--- src/rtl/uart_tx_fifo.sv ---
// Purpose: byte FIFO from the CPU UART data register to the transmitter; single-byte pops via start/busy handshake.
// Latency: a byte written into an empty idle FIFO at edge k pops at edge k+1; tx_start is high for the cycle after that edge.
// Backpressure: the transmitter holds tx_busy to stall pops; writes to a full FIFO are dropped and set sticky overflow.
//
// Ports:
//   clk       system clock, all state on rising edge
//   reset     asynchronous active-low reset
//   wr_en     CPU write strobe, one byte pushed per cycle high
//   wr_data   byte to push
//   flush     synchronous clear of queued bytes and overflow
//   tx_busy   transmitter busy level
//   tx_start  registered one-cycle pulse; transmitter latches tx_data
//   tx_data   registered byte presented to transmitter, held until next pop
//   full      count == DEPTH
//   empty     count == 0
//   count     entries stored (0..DEPTH)
//   overflow  sticky flag: a write was dropped
module uart_tx_fifo #(
    parameter  int DATA_WIDTH = 8,
    parameter  int DEPTH      = 16,
    localparam int PTR_W      = $clog2(DEPTH)
) (
    input  logic                  clk,
    input  logic                  reset,
    input  logic                  wr_en,
    input  logic [DATA_WIDTH-1:0] wr_data,
    input  logic                  flush,
    input  logic                  tx_busy,
    output logic                  tx_start,
    output logic [DATA_WIDTH-1:0] tx_data,
    output logic                  full,
    output logic                  empty,
    output logic [PTR_W:0]        count,
    output logic                  overflow
);

    localparam logic [PTR_W:0] FULL_CNT = (PTR_W+1)'(DEPTH);

    typedef enum logic [1:0] {
        S_IDLE,
        S_WAIT_BUSY,
        S_WAIT_DONE
    } state_t;

    state_t state, state_nxt;

    logic [DATA_WIDTH-1:0] mem [DEPTH];
    logic [PTR_W-1:0]      wr_ptr;
    logic [PTR_W-1:0]      rd_ptr;
    logic                  wr_acc;
    logic                  pop;

    // Status flags come straight from the count register, so no input
    // reaches an output combinationally.
    assign full  = (count == FULL_CNT);
    assign empty = (count == '0);

    // full/empty here are the pre-edge values; flush beats both push and pop.
    assign wr_acc = wr_en & ~full & ~flush;
    assign pop    = (state == S_IDLE) & ~empty & ~tx_busy & ~flush;

    always_ff @(posedge clk or negedge reset) begin
        if (!reset) begin
            state <= S_IDLE;
        end else begin
            state <= state_nxt;
        end
    end

    // Flush does not touch the handshake: an in-flight byte still walks
    // WAIT_BUSY -> WAIT_DONE so the transmitter and FSM stay in step.
    always_comb begin
        state_nxt = state;
        case (state)
            S_IDLE:      if (pop)      state_nxt = S_WAIT_BUSY;
            S_WAIT_BUSY: if (tx_busy)  state_nxt = S_WAIT_DONE;
            S_WAIT_DONE: if (!tx_busy) state_nxt = S_IDLE;
            default:                   state_nxt = S_IDLE;
        endcase
    end

    // Storage needs no reset; only entries between the pointers are read.
    always_ff @(posedge clk) begin
        if (wr_acc) begin
            mem[wr_ptr] <= wr_data;
        end
    end

    always_ff @(posedge clk or negedge reset) begin
        if (!reset) begin
            wr_ptr   <= '0;
            rd_ptr   <= '0;
            count    <= '0;
            overflow <= 1'b0;
            tx_start <= 1'b0;
            tx_data  <= '0;
        end else begin
            tx_start <= pop;
            if (pop) begin
                tx_data <= mem[rd_ptr];
            end
            if (flush) begin
                wr_ptr   <= '0;
                rd_ptr   <= '0;
                count    <= '0;
                overflow <= 1'b0;
            end else begin
                if (wr_acc) begin
                    wr_ptr <= wr_ptr + 1'b1;
                end
                if (pop) begin
                    rd_ptr <= rd_ptr + 1'b1;
                end
                if (wr_acc && !pop) begin
                    count <= count + 1'b1;
                end else if (pop && !wr_acc) begin
                    count <= count - 1'b1;
                end
                // A dropped write is flagged even if a pop frees a slot this edge.
                if (wr_en && full) begin
                    overflow <= 1'b1;
                end
            end
        end
    end

endmodule

--- config.mk ---
export PLATFORM = sky130hd
export DESIGN_NAME = uart_tx_fifo
export DESIGN_NICKNAME = d
export VERILOG_FILES = /design/src/rtl/uart_tx_fifo.sv
export SDC_FILE = /design/constraint.sdc
export NUM_CORES = 1
export LEC_CHECK = 0
export ABC_AREA = 1
export CAP_MARGIN = 25
export CORE_MARGIN = 2
export CORE_UTILIZATION = 60
export CTS_BUF_LIST = sky130_fd_sc_hd__clkbuf_8
export DETAILED_ROUTE_END_ITERATION = 7
export PLACE_DENSITY = 0.79
export SLEW_MARGIN = 20
export SYNTH_ARGS = -nofsm -noshare
export SYNTH_HDL_FRONTEND = slang
export SYNTH_SLANG_ARGS = --single-unit
--- constraint.sdc ---
create_clock -name clk -period 3.2 [get_ports clk]
set_input_delay 0.96 -clock clk [delete_from_list [all_inputs] [get_ports clk]]
set_output_delay 0.96 -clock clk [all_outputs]
set_load 0.01 [all_outputs]
==> flow_metrics.py <==
metrics = {
    "yosys": {
        "ys_async_sr_fraction_pct": 16.3,
        "ys.flop_type": "edfxtp_1",
        "synthesis.nets": 658,
        "yosysSeqAreaShare_pct": 67.0,
        "postSynthCellCount": 635,
        "yosysWarnings": 0,
        "ys_types": 28,
        "synth-edff-count": 128,
        "synth_seq_cells": 153,
        "avgSynthCellArea_um2": 10.5,
        "netlist_area_um2": 6670,
    },
    "timing": {
        "slew_headroom_pct": 49.2,
        "hold_ws_ns": 0.483,
        "drv_slew": 0,
        "rsz0062_at_grt": "no",
        "fin_skew_ns": 0.0127,
        "fmax_ghz": 0.347,
        "period_needed_ns": 2.89,
        "min_period_over_period_pct": 90.2,
        "finalHoldViolCount": 0,
        "totalNegativeSetupSlack_ns": 0,
        "worst_slew_pin_slew_ns": 0.760,
        "setup_violations": 0,
    },
    "clock_tree": {
        "post_cts_buffers": 0,
        "htree_levels": 4,
        "ctsResizeCount": 0,
        "cts_root_buf": "clkbuf_8",
        "cts_tree": "yes",
        "cts_hold_buffers": 0,
        "clk_path_buf_depth": 2,
        "path_clk_slew_ns": 0.08,
        "cts_sinks": 153,
        "clk_latency_ns": 0.43,
        "cts_made_buffers": 17,
    },
    "outcome": {
        "status": "completed",
    },
    "routing": {
        "via_per_inst": 5.56,
        "drtPass1Iterations": 6,
        "detailedRoute.firstIterationViolations": 540,
        "drt-total-wl_mm": 14.1,
        "vias": 4626,
        "route.detailed.drc": 0,
        "drtAntennaViolNets": 0,
        "wl_per_cell_um": 17.0,
    },
    "die": {
        "die_h_um": 109,
        "start_util_pct": 61.6,
        "ios": 30,
        "die-area_um2": 12000,
        "rows": 38,
        "die_w_um": 109,
        "core_region_area_um2": 10800,
    },
    "global_routing": {
        "grt_max_degree": 67,
        "overflow": 0,
        "grt_pass1_vias": 4382,
        "track_usage_pct": 25.6,
        "antenna_found_initial": 0,
        "grt_first_pass_wirelength_mm": 22.4,
    },
    "pwr": {
        "p_leak_nw": 3.03,
        "irDropWorstVdd_mv": 0.461,
        "power.density_nw_per_um2": 703,
    },
    "final_layout": {
        "drive_above_1_share_pct": 9.83,
        "layout.nets": 702,
        "n_antenna_cell": 0,
        "area_growth_pct": 11.8,
    },
    "hold_path": {
        "min_path_type": "flop to flop",
        "hold_depth": 2,
        "worstHoldStart": "tx_data[0]",
    },
    "critical_path": {
        "start_kind": "flop",
        "end_kind": "output pin",
        "worstPathArrival_ns": 1.93,
        "crit_required_ns": 2.24,
        "cp-startpoint": "count[1]",
        "reg2reg_depth": 14,
        "crit_fanout": 5,
        "rr_startpoint": "count[1]",
        "path_class": "flop to output pin",
    },
    "place": {
        "gp_congestion": 0.916,
        "portBuffers": 29,
        "detailed_place_hpwl_mm": 9.08,
    },
    "run": {
        "maxCapViolCount": 0,
    },
}
## placed cells by master, fill, tap and decap left out, types with 2 or more instances in the layout
cell and n:
or2_2 2, clkinvlp_4 4, clkinv_2 4, nand3_1 67
a21oi_1 5, edfxtp_1 128, nand2_1 240, clkdlybuf4s50_1 29
clkinv_1 6, o21ai_1 9, clkbuf_8 17, xor2_1 2
o21ai_0 16, ha_1 9, nand3_2 3, inv_1 30
nor3_1 2, nand2_2 5, buf_4 23, nor2_1 54
inv_2 2, dfrtp_1 24
## cell usage after synthesis (3+ instances only)
| cell type | n | area (um^2) |
|---|---|---|
| nand3_1 | 67 | 335 |
| o21ai_0 | 16 | 80.1 |
| inv_1 | 28 | 105 |
| edfxtp_1 | 128 | 3840 |
| a21oi_1 | 5 | 25.0 |
| clkinv_1 | 4 | 15.0 |
| nand3_2 | 3 | 30.0 |
| ha_1 | 9 | 113 |
| buf_4 | 6 | 45.0 |
| nand2_1 | 240 | 901 |
| buf_6 | 9 | 101 |
| nor2_1 | 54 | 203 |
| nand2_2 | 5 | 31.3 |
| dfrtp_1 | 25 | 626 |
| buf_2 | 7 | 35.0 |
| clkbuf_1 | 5 | 18.8 |
| o21ai_1 | 9 | 45.0 |
## cells by family after synthesis
| group | Yosys count | synth area share [%] |
|---|---|---|
| flops | 153 | 67.0 |
| compound gates | 33 | 2.61 |
| buf+inv | 61 | 4.91 |
| fa+ha+maj | 10 | 1.99 |
| xor+xnor | 2 | 0.263 |
| simple gates | 376 | 23.3 |
## state kept, by name (all words and copies together), names as in the netlist
| signal | flops |
|---|---|
| mem | 128 |
| tx_data | 8 |
| count | 5 |
| rd_ptr | 4 |
| wr_ptr | 4 |
| state | 2 |
| overflow | 1 |
| tx_start | 1 |
## per-layer routing
metal  wire [um]  GRT usage (%)  vias up  share of wire, %
li1            -              -     2189                 -
met1        5760           34.3     2191                41
met2        6850           41.0      215                48
met3        1150           5.87       31               8.1
met4         370           10.3        0               2.6
met5           0              0        -                 0
## stage by stage
stage          setup slack, ns  total power (W)  instances  utilization (%)  instance area [um^2]
2_1_floorplan            0.689          0.00354        635                -                  6670
3_3_place_gp             0.316          0.00394        800             65.6                  7110
3_5_place_dp             0.221          0.00399        800             65.6                  7110
4_1_cts                  0.284          0.00526        832             68.8                  7460
5_1_grt                  0.197          0.00557        832             68.8                  7460
6_report                 0.314          0.00525        832             68.8                  7460
## layout make-up
class | count | area [um^2]
Tap cell | 140 | 175
Sequential cell | 153 | 4470
Multi-Input combinational cell | 421 | 1880
Fill cell | 811 | 3380
Timing Repair Buffer | 52 | 463
Clock inverter | 15 | 113
Clock buffer | 17 | 234
Inverter | 34 | 128
## power by group
part           total, W  switching [W]  internal [W]
Clock           0.00128       0.000679      0.000599
Sequential      0.00237      0.0000908       0.00228
Combinational   0.00159        0.00102      0.000571
Total           0.00525        0.00179       0.00345
## worst paths after layout
| check | endpoint | slack (ns) |
|---|---|---|
| worst max-delay path | full | 0.31 |
| worst min-delay path | tx_data[0] | 0.48 |
| worst max register to register | count[4] | 0.90 |
| worst min register to register | tx_data[0] | 0.48 |
| max in group asynchronous | rd_ptr[0] | 2.06 |
| min in group asynchronous | overflow | 0.88 |
## worst max-delay path: stages (launching register included)
cell             delay, ns
dfrtp_1               0.45
nor2_1                0.24
nand3_2               0.16
inv_1                 0.10
clkdlybuf4s50_1       0.53
Power figures use the tool's default switching activity.
